File: config.mk
export PLATFORM = sky130hd
export DESIGN_NAME = mem_dump
export DESIGN_NICKNAME = d
export VERILOG_FILES = /design/src/rtl/mem_dump.sv
export SDC_FILE = /design/constraint.sdc
export NUM_CORES = 1
export LEC_CHECK = 0
export CAP_MARGIN = 30
export CORE_MARGIN = 5
export CORE_UTILIZATION = 50
export DETAILED_ROUTE_END_ITERATION = 8
export GPL_TIMING_DRIVEN = 0
export HOLD_SLACK_MARGIN = 0.06
export PLACE_DENSITY = 0.77
export SYNTH_ARGS = -nofsm -noshare
export SYNTH_HDL_FRONTEND = slang
export SYNTH_SLANG_ARGS = --single-unit
File: constraint.sdc
create_clock -name clk -period 2.8 [get_ports clk]
set_clock_uncertainty 0.05 [all_clocks]
set_input_delay 0.56 -clock clk [delete_from_list [all_inputs] [get_ports clk]]
set_output_delay 0.56 -clock clk [all_outputs]
set_load 0.01 [all_outputs]
File: src/rtl/mem_dump.sv
`default_nettype none
// ============================================================================
//  Module   : mem_dump
//  Purpose  : Debug read-out engine. On a start pulse it walks data memory
//             from address 0 to DEPTH-1 through the memory's own read port,
//             captures each registered read word and streams it to a UART
//             transmitter low byte first, one byte per start/done handshake.
//  Ports    : clk, rst_n        - clock, synchronous active-low reset
//             start             - dump request, honoured only when idle
//             RdRam/WrRam/Addr  - data memory control (WrRam tied low)
//             Mem_Data          - data memory registered read output
//             tx_data/tx_start  - byte and one-cycle start pulse to UART TX
//             tx_done           - one-cycle byte-finished tick from UART TX
//             busy/done         - engine active / one-cycle completion pulse
//  Revision : 1.0 - initial release
// ============================================================================
module mem_dump #(
    parameter int AB    = 11,
    parameter int DB    = 16,
    parameter int DEPTH = 2048
) (
    input  logic          clk,
    input  logic          rst_n,
    input  logic          start,
    output logic          RdRam,
    output logic          WrRam,
    output logic [AB-1:0] Addr,
    input  logic [DB-1:0] Mem_Data,
    output logic [7:0]    tx_data,
    output logic          tx_start,
    input  logic          tx_done,
    output logic          busy,
    output logic          done
);

    localparam int              c_NB       = DB / 8;
    localparam int              c_BIW      = (c_NB > 1) ? $clog2(c_NB) : 1;
    localparam logic [AB-1:0]   c_LAST_PTR = AB'(DEPTH - 1);
    localparam logic [c_BIW-1:0] c_LAST_BI = c_BIW'(c_NB - 1);

    typedef enum logic [2:0] {
        S_IDLE    = 3'd0,
        S_READ    = 3'd1,
        S_LATCH   = 3'd2,
        S_SEND    = 3'd3,
        S_WAIT_TX = 3'd4,
        S_FIN     = 3'd5
    } state_t;

    state_t                      r_state;
    state_t                      w_next;
    logic [AB-1:0]               r_ptr;
    logic [c_BIW-1:0]            r_bi;
    logic [c_NB-1:0][7:0]        r_wr;     // captured word viewed as bytes
    logic [7:0]                  r_tx_data;
    logic [c_BIW-1:0]            w_bi_inc;

    assign w_bi_inc = r_bi + c_BIW'(1);

    // Next-state logic
    always_comb begin
        w_next = r_state;
        case (r_state)
            S_IDLE:    if (start) w_next = S_READ;
            S_READ:    w_next = S_LATCH;
            S_LATCH:   w_next = S_SEND;
            S_SEND:    w_next = S_WAIT_TX;
            S_WAIT_TX: begin
                if (tx_done) begin
                    if (r_bi != c_LAST_BI)       w_next = S_SEND;
                    else if (r_ptr == c_LAST_PTR) w_next = S_FIN;
                    else                          w_next = S_READ;
                end
            end
            S_FIN:     w_next = S_IDLE;
            default:   w_next = S_IDLE;
        endcase
    end

    // State and datapath registers
    always_ff @(posedge clk) begin
        if (!rst_n) begin
            r_state   <= S_IDLE;
            r_ptr     <= '0;
            r_bi      <= '0;
            r_wr      <= '0;
            r_tx_data <= '0;
        end else begin
            r_state <= w_next;
            case (r_state)
                S_IDLE: begin
                    if (start) r_ptr <= '0;
                end
                S_LATCH: begin
                    // The read issued from READ is valid on Mem_Data now.
                    // tx_data is preloaded so it is already valid in SEND.
                    r_wr      <= Mem_Data;
                    r_bi      <= '0;
                    r_tx_data <= Mem_Data[7:0];
                end
                S_WAIT_TX: begin
                    if (tx_done) begin
                        if (r_bi != c_LAST_BI) begin
                            r_bi      <= w_bi_inc;
                            r_tx_data <= r_wr[w_bi_inc];
                        end else if (r_ptr != c_LAST_PTR) begin
                            // The last word is never followed by an increment,
                            // so Addr stays at DEPTH-1 and never wraps.
                            r_ptr <= r_ptr + AB'(1);
                        end
                    end
                end
                default: ;
            endcase
        end
    end

    assign RdRam    = (r_state == S_READ);
    assign WrRam    = 1'b0;
    assign Addr     = r_ptr;
    assign tx_data  = r_tx_data;
    assign tx_start = (r_state == S_SEND);
    assign busy     = (r_state != S_IDLE);
    assign done     = (r_state == S_FIN);

endmodule
`default_nettype wire
After elaboration in Yosys (flattened, before gate mapping)
Index checks and enable logic that the tools add are counted.
{ "totals": {"register_bits": 39, "input_bits": 20, "out_inout_bits": 24, "wordCells": 47} }
{ "op_classes": {"add_sub_neg": 2, "order_cmp": 1, "n_eq_ne": 12, "n_mux": 18, "n_reduce_logical": 8} }
{ "ops": {"columns": ["op", "count"], "rows": [
  ["$mux 11", 4],
  ["$mux 8", 4],
  ["$pmux 11 s2", 1],
  ["$pmux 8 s2", 1],
  ["$pmux 3 s5", 1],
  ["$mux 3", 4],
  ["$add 11x1->11 const B", 1],
  ["$eq 11x11->1 const B", 1],
  ["$ne 11x11->1 const B", 1],
  ["$ne 2x2->1 const B", 5],
  ["$eq 3x2->1 const B", 2],
  ["$eq 3x3->1 const B", 2],
  ["$reduce_and 5->1", 1],
  ["$reduce_and 2->1", 2],
  ["$reduce_bool 2->1", 2],
  ["$eq 3x1->1 const B", 1],
  ["$logic_not 3->1", 1],
  ["$reduce_and 3->1", 1],
  ["$reduce_bool 3->1", 1],
  ["$lt 1x2->1 const B", 1],
  ["$mux 1", 2],
  ["$pmux 1 s2", 1],
  ["$add 1x1->1 const B", 1]
]} }

Logic depth before layout (Yosys ltp)
Gate-level depths: netlist (run 1).
{ "depth": {"ltp_word": 6, "depth_mapped": 6, "ltp_nobuf": 5} }

Worst setup path after synthesis (run 1)
Ideal clock, no wire load.
{ "synth_path": {"path_kind": "register to register", "from": "register r_ptr[0] (netlist: Addr[0])", "to": "register r_ptr[10] (netlist: Addr[10])", "setup_ps": 101, "t_arrival_ps": 1608, "required_ps": 2649, "setup_slack_ps": 1041, "stages_incl_launch_ff": 7, "n_path_buf": 1, "synth_period_minus_slack_ps": 1759, "cell_sequence": "dfxtp_1 > ha_1 > nand3_1 > nor4_4 > buf_2 > o311ai_0 > o41ai_1"} }
{ "synth_via": {"elab_chain_cells": 5, "word_cells_on_any_way": 8, "classes_between": "add/sub: 1; eq/ne: 2; mux: 4; reduce/logical: 1"} }
{ "synth_lines": {"columns": ["element", "line", "text"], "rows": [
  ["start, declared", "52", "logic [AB-1:0] r_ptr;"],
  ["start signal, assigned", "109", "r_ptr <= r_ptr + AB'(1);"],
  ["$add 11x1->11", "109", null],
  ["$mux 11", "106", "end else if (r_ptr != c_LAST_PTR) begin"],
  ["$mux 11", "103", "if (r_bi != c_LAST_BI) begin"],
  ["$mux 11", "102", "if (tx_done) begin"],
  ["$pmux 11 s2", "90", "case (r_state)"]
]} }
Several ways; a longest one is shown, not always the timed one. The select of a mux whose other input is x is not followed.
A chain may end at the register's enable or synchronous reset.

Final worst setup path (run 1)
{ "layout_path": {"from": "register r_state[2]", "to": "output done"} }
{ "layout_via": {"elab_chain_cells": 1} }
{ "layout_lines": {"columns": ["element", "line", "text"], "rows": [
  ["start, declared", "50", "state_t r_state;"],
  ["start signal, assigned", "89", "r_state <= w_next;"],
  ["$eq 3x3->1", "124", "assign done = (r_state == S_FIN);"],
  ["end, declared", "33", "output logic done"]
]} }
Every way passes these cells.

==> out/results.txt, run 1 <==
Status: completed
Hold buffers post-CTS: 0
Final Hold Vio Count: 0
Top-Level Pins: 44
Gpl congestion: 0.815
Comb power frac: 13.5%
Maximum vdd drop: 0.264 mV
Slew Limit Headroom: 48.7%
H-tree levels: 2
DP HPWL: 3.50 mm
Initial antenna violation count: 0
# fillers: 331
Top-area cell type share of the netlist area: 40.1%
Worst setup EP type: output port
Mean Syn Cell Area: 8.09 sq um
Synthesis Warnings: 0
Int Pwr: 0.818 mW
Top-count cell post-synth: nand2_1
Top post-synthesis cells by count: nand2_1, dfxtp_1, a21oi_1, clkbuf_1, o211ai_1
Critical path fanouts, max: 10
Number of CTS-inserted buffers: 5
Via density: 5.75
Total negative slack: 0 ps
Ys async rst share: 0%
Max-slew violations: 0
Sink Count: 39
Min-delay src: tx_data[1]$_SDFFE_PN0P_
Vias in the first global route: 1,785
Power per Cell Area: 444 nW/um^2
Worst Hold Class: register to register
R2r setup slk: 760 ps
Max Cap Viol: 0
Sequential power share: 52.2%
Crit-path leading delay family: buffers and inverters
Core area: 3720 sq um
Reg2Reg Depth: 6
CTS tree: done
Die footprint: 5250 sq um
Sw power: 0.297 mW
Global Route Usage Sum: 20.1%
Max Freq: 0.387 GHz
Initial core utilization: 52.5%
Routed Wire Length: 4.96 mm
Clock Tree Root: clkbuf_8
Antenna diode count: 0
Antenna Violating Nets Remaining: 0
Sequential fraction of the synthesis area: 40.1%
Area leader, netlist: dfxtp_1
Clock Power Share: 34.3%
Largest net degree at the start of global routing: 13
Delay of the slowest critical-path stage: 530 ps
1st-iter DRT viols: 145
DR pass1 iterations: 4
Post-CTS Setup Bufs: 0
Std cell rows: 22
Number of synthesized register bits: 39
Residual DRC count: 0
Slew @ Worst Pin: 769 ps
Port Buffers: 42
Die height: 72.4 um
Clk buf depth: 2
CP Cell Sequence: buf_4 > clkbuf_1 > and3b_1 > clkdlybuf4s50_1
Slowest-stage cell, CP: clkdlybuf4s50_1
Layout area overhead: 29.0%
Kind of critical path: register to output port
Critical R2R Capture: Addr[7]$_SDFFE_PN0P_
Layout cell share with drive strength beyond 1: 7.22%
Post-route minimum period: 2580 ps
Wirelength per Cell: 14.6 um
Worst EP required: 2190 ps
Cells after Synth: 241
Tcrit/Tclk final: 92.2%
Synth cell types: 50
Clk_lat worst skew: 300 ps
Mapped Area: 1950 sq um
Switching share of power: 26.7%
First-pass GRT wire length: 8.34 mm
Post_cts resized: 0
Routed vias: 1,949
Startpoint types: register
Pwr Total: 1.12 mW
Hold EP: tx_data[1]$_SDFFE_PN0P_
Prevailing post-synth register cell: dfxtp_1
Total grt overflow: 0
Synth Net Count: 262
RSZ-0062 raised after global routing: false
Synth top area cells: dfxtp_1, nand2_1, a21oi_1
Post-synth EDFFs: 0
Hold Worst Slack: 406 ps
Cells on Worst Hold Path: 2
RR Startpoint: Addr[0]$_SDFFE_PN0P_
Arrival time worst endpoint: 1970 ps
Clock slew at reported path FFs: 80 ps
CP bufs+invs: 3
Leak: 0.804 nW
Final setup fails: 0
Layout Nets: 311
Levels on crit path: 4
Die W: 72.4 um
==> placed cells by master (no fill, tap or decap), types with 2 or more instances in the layout <==
cell type	Yosys	layout
o311ai_0	4	4
o211ai_1	9	9
o21ai_0	6	6
mux2i_1	8	8
dfxtp_1	39	39
buf_4	2	2
or4_1	2	2
clkbuf_1	12	13
clkdlybuf4s50_1	0	42
nor2_1	3	3
clkbuf_8	0	5
and3_1	3	3
a21oi_1	29	29
a31oi_1	4	4
nor3_1	3	3
nand3b_1	3	3
nor3b_1	2	2
nand3_1	5	5
nand2_1	62	62
o41ai_1	3	3
or3_1	3	3
buf_2	3	3
o31ai_1	2	2
and3b_1	2	2
nand4_1	3	3
inv_1	2	2
o22ai_1	2	2
==> area by class of cell <==
cell class,count,area [sq um],area share [%]
plain buffers,19,90.1,3.58
clock buffers,6,72.6,2.89
clock inverters,2,12.5,0.498
inverters,2,7.51,0.299
multi-input cells,181,1070,42.6
flip-flops and latches,39,781,31.0
well taps,48,60.1,2.39
repair buffers,42,420,16.7
==> power by group through the flow <==
stage / Combinational [mW] / Clock [mW] / Sequential [mW]
after floorplan: 0.0765 / 0 / 0.596
final: 0.151 / 0.382 / 0.582
after detailed placement: 0.151 / 0 / 0.595
after global placement: 0.150 / 0 / 0.595
after global routing: 0.165 / 0.408 / 0.584
after CTS: 0.151 / 0.385 / 0.582
==> state kept, by name, indices dropped and copies added (netlist names) <==
name	flops
r_wr	16
Addr	11
tx_data	8
r_state	3
r_bi	1
==> metrics by stage <==
stage | area [sq um] | setup WS, ps | utilization, % | std cells
5_1_grt | 2510 | 89.8 | 67.7 | 339
4_1_cts | 2510 | 228 | 67.7 | 339
2_1_floorplan | 1950 | 1040 | - | 241
3_3_place_gp | 2430 | 211 | 65.4 | 331
6_report | 2510 | 219 | 67.7 | 339
3_5_place_dp | 2430 | 226 | 65.4 | 331
==> layer usage <==
metal	track usage [%]	up-vias	part of all wire [%]
met5	0	-	0
met4	7.99	0	1.3
met3	6.09	10	6.5
met2	34.3	62	49
met1	23.5	908	43
li1	-	969	-
==> worst max path at each step <==
stage / startpoint / slack [ps] / to
2_1_floorplan: Addr[0]$_SDFFE_PN0P_ / 1040 / Addr[10]$_SDFFE_PN0P_
3_3_place_gp: tx_done / 210 / Addr[10]$_SDFFE_PN0P_
3_5_place_dp: tx_done / 230 / Addr[7]$_SDFFE_PN0P_
4_1_cts: r_state[2]$_SDFFE_PN0P_ / 230 / done
5_1_grt: r_state[2]$_SDFFE_PN0P_ / 90 / done
6_report: r_state[2]$_SDFFE_PN0P_ / 220 / done
==> worst reg2reg max path, cell delays in order, from the launching register on <==
cell and delay [ps]:
dfxtp_1 440, ha_1 230, nand3_1 200, nor4_4 460
buf_2 290, o311ai_0 170, o41ai_1 100
==> kinds of logic after synthesis <==
logic type	count (synthesis)	share of synthesized area [%]
other	1	0.192
adder cells (fa/ha/maj)	1	0.642
buffers and inverters	21	5.01
flip-flops	39	40.1
AO/OA/AOI/OAI	68	22.8
AND/OR/NAND/NOR	102	26.8
XOR/XNOR	1	0.449
multiplexers	8	4.11
(Power assumes the default switching activity.)
==> inputs of run 2 (changes only) <==
--- a/config.mk
+++ b/config.mk
@@ -10,8 +10,8 @@
 export CORE_UTILIZATION = 50
 export DETAILED_ROUTE_END_ITERATION = 8
 export GPL_TIMING_DRIVEN = 0
-export HOLD_SLACK_MARGIN = 0.06
 export PLACE_DENSITY = 0.77
+export SKIP_LAST_GASP = 1
 export SYNTH_ARGS = -nofsm -noshare
 export SYNTH_HDL_FRONTEND = slang
 export SYNTH_SLANG_ARGS = --single-unit
==> results of run 2 <==
Final layout, timing and power as in run 1 (identical DEF).
==> inputs of run 3 (changes only) <==
--- a/config.mk
+++ b/config.mk
@@ -6,11 +6,10 @@
 export NUM_CORES = 1
 export LEC_CHECK = 0
 export CAP_MARGIN = 30
-export CORE_MARGIN = 5
-export CORE_UTILIZATION = 50
+export CORE_UTILIZATION = 35
 export DETAILED_ROUTE_END_ITERATION = 8
 export GPL_TIMING_DRIVEN = 0
-export PLACE_DENSITY = 0.77
+export PLACE_DENSITY = 0.57
 export SKIP_LAST_GASP = 1
 export SYNTH_ARGS = -nofsm -noshare
 export SYNTH_HDL_FRONTEND = slang
==> run 3 against run 2 <==
Compared with the run above: design area up 2.3%; critical endpoint unchanged; largest cell class unchanged; global-route usage down 1.2 points; sequential cell count unchanged.
==> out/results.txt, run 3 (synthesis results as in run 1) <==
Antenna Violating Nets Remaining: 0 (unchanged)
Total grt overflow: 0 (unchanged)
Layout Nets: 311 (unchanged)
Die footprint: 5870 sq um (+12%)
R2r setup slk: 720 ps (-40 ps)
Worst Hold Class: register to register
Clk buf depth: 2 (unchanged)
Setup ws final: 221 ps (+2.31 ps)
Via density: 5.32 (-7.4%)
Slew @ Worst Pin: 760 ps (-9.58 ps)
Post_cts resized: 0 (unchanged)
RSZ-0062 raised after global routing: false
Util after Layout: 49.1% (-19 points)
Clock Tree Root: clkbuf_8
Die W: 76.6 um (+5.8%)
Post-route minimum period: 2580 ps (-2.31 ps)
Global Route Usage Sum: 18.9% (-1.2 points)
Status: completed
Layout area overhead: 32.0%
Largest register by flop count: r_wr
Hold Worst Slack: 407 ps (+0.875 ps)
DP HPWL: 3.62 mm (+3.3%)
Tcrit/Tclk final: 92.1% (about the same)
Max Freq: 0.388 GHz (about the same)
Core area: 5240 sq um (+41%)
Std cell rows: 26 (+18%)
Clk_lat worst skew: 300 ps (about the same)
Number of CTS-inserted buffers: 5 (unchanged)
Min-delay src: tx_data[4]$_SDFFE_PN0P_
Commonest non-fill, non-tap cell in the layout: nand2_1
Top-Level Pins: 44 (unchanged)
First-pass GRT wire length: 8.77 mm (+5.1%)
Die height: 76.6 um (+5.8%)
Pre-CTS setup slack: 172 ps (-53.8 ps)
Routed vias: 1,922 (-1.4%)
Arrival time worst endpoint: 1970 ps (about the same)
Critical path fanouts, max: 10 (unchanged)
Routed Wire Length: 5.22 mm (+5.2%)
Maximum vdd drop: 0.272 mV (+3.4%)
Max-slew violations: 0 (unchanged)
DR pass1 iterations: 4 (unchanged)
Wirelength per Cell: 14.5 um (-1.2%)
Total negative slack: 0 ps (unchanged)
Slew Limit Headroom: 49.4% (+0.64 points)
Layout cell share with drive strength beyond 1: 7.56% (+0.34 points)
Max Cap Viol: 0 (unchanged)
RR Startpoint: Addr[0]$_SDFFE_PN0P_
Sink Count: 39 (unchanged)
# fillers: 526 (+59%)
Crit. Startpoint: r_state[2]$_SDFFE_PN0P_
Cells on Worst Hold Path: 2 (unchanged)
Hold buffers post-CTS: 0 (unchanged)
1st-iter DRT viols: 141 (-2.8%)
Worst setup EP type: output port
Max FFs per register: 16 (unchanged)
Leak: 0.822 nW (+2.2%)
Residual DRC count: 0 (unchanged)
Final setup fails: 0 (unchanged)
H-tree levels: 2 (unchanged)
Kind of critical path: register to output port
Worst EP required: 2190 ps (about the same)
Reg2Reg Depth: 6 (unchanged)
Gpl congestion: 0.774 (-5.0%)
Startpoint types: register
CTS tree: done
Power per Cell Area: 478 nW/um^2 (+7.7%)
Initial antenna violation count: 0 (unchanged)
Largest net degree at the start of global routing: 15 (+2)
Final Hold Vio Count: 0 (unchanged)
Vias in the first global route: 1,771 (-0.78%)
Antenna diode count: 0 (unchanged)
Port Buffers: 42 (unchanged)
Most frequent cells in the layout: nand2_1, clkdlybuf4s50_1, dfxtp_1, a21oi_1, clkbuf_1
Post-CTS Setup Bufs: 0 (unchanged)
Initial core utilization: 37.2% (-15 points)
Clock slew at reported path FFs: 90 ps (about the same)
## run 3: worst paths after layout
path,to
worst max register to register,Addr[10]$_SDFFE_PN0P_
worst min-delay path,tx_data[4]$_SDFFE_PN0P_
worst min register to register,tx_data[4]$_SDFFE_PN0P_
worst max-delay path,done
## run 3: metrics by stage
step                      cell area (sq um)  instances  power (mW)
after floorplan                        1950        241       0.672
after global placement                 2460        353       0.749
after detailed placement               2460        353       0.749
after CTS                              2570        361        1.24
after global routing                   2570        361        1.28
final                                  2570        361        1.23
## run 3: cell type report
| class | instances | area [sq um] | area share (%) |
|---|---|---|---|
| inverters | 2 | 7.51 | 0.292 |
| repair buffers | 42 | 420 | 16.3 |
| multi-input cells | 181 | 1070 | 41.6 |
| well taps | 70 | 87.6 | 3.40 |
| flip-flops and latches | 39 | 781 | 30.3 |
| clock buffers | 5 | 68.8 | 2.67 |
| clock inverters | 3 | 47.5 | 1.85 |
| plain buffers | 19 | 90.1 | 3.50 |
## run 3: critical path: stages (launching register included)
cell and delay, ps:
dfxtp_1 390, buf_4 190, clkbuf_1 350, and3b_1 210
clkdlybuf4s50_1 520
## run 3: per-layer routing
layer / track usage (%) / wire, um
met5: 0 / 0
met4: 6.54 / 95
met3: 3.35 / 239
met2: 31.4 / 2430
met1: 24.5 / 2450
## run 3: power breakdown
group          switching [mW]  internal [mW]  leakage, nW  total (mW)
Clock                   0.225          0.270       0.0587       0.495
Combinational          0.0803         0.0717        0.448       0.152
Sequential             0.0103          0.572        0.315       0.582
Total                   0.315          0.914        0.822        1.23
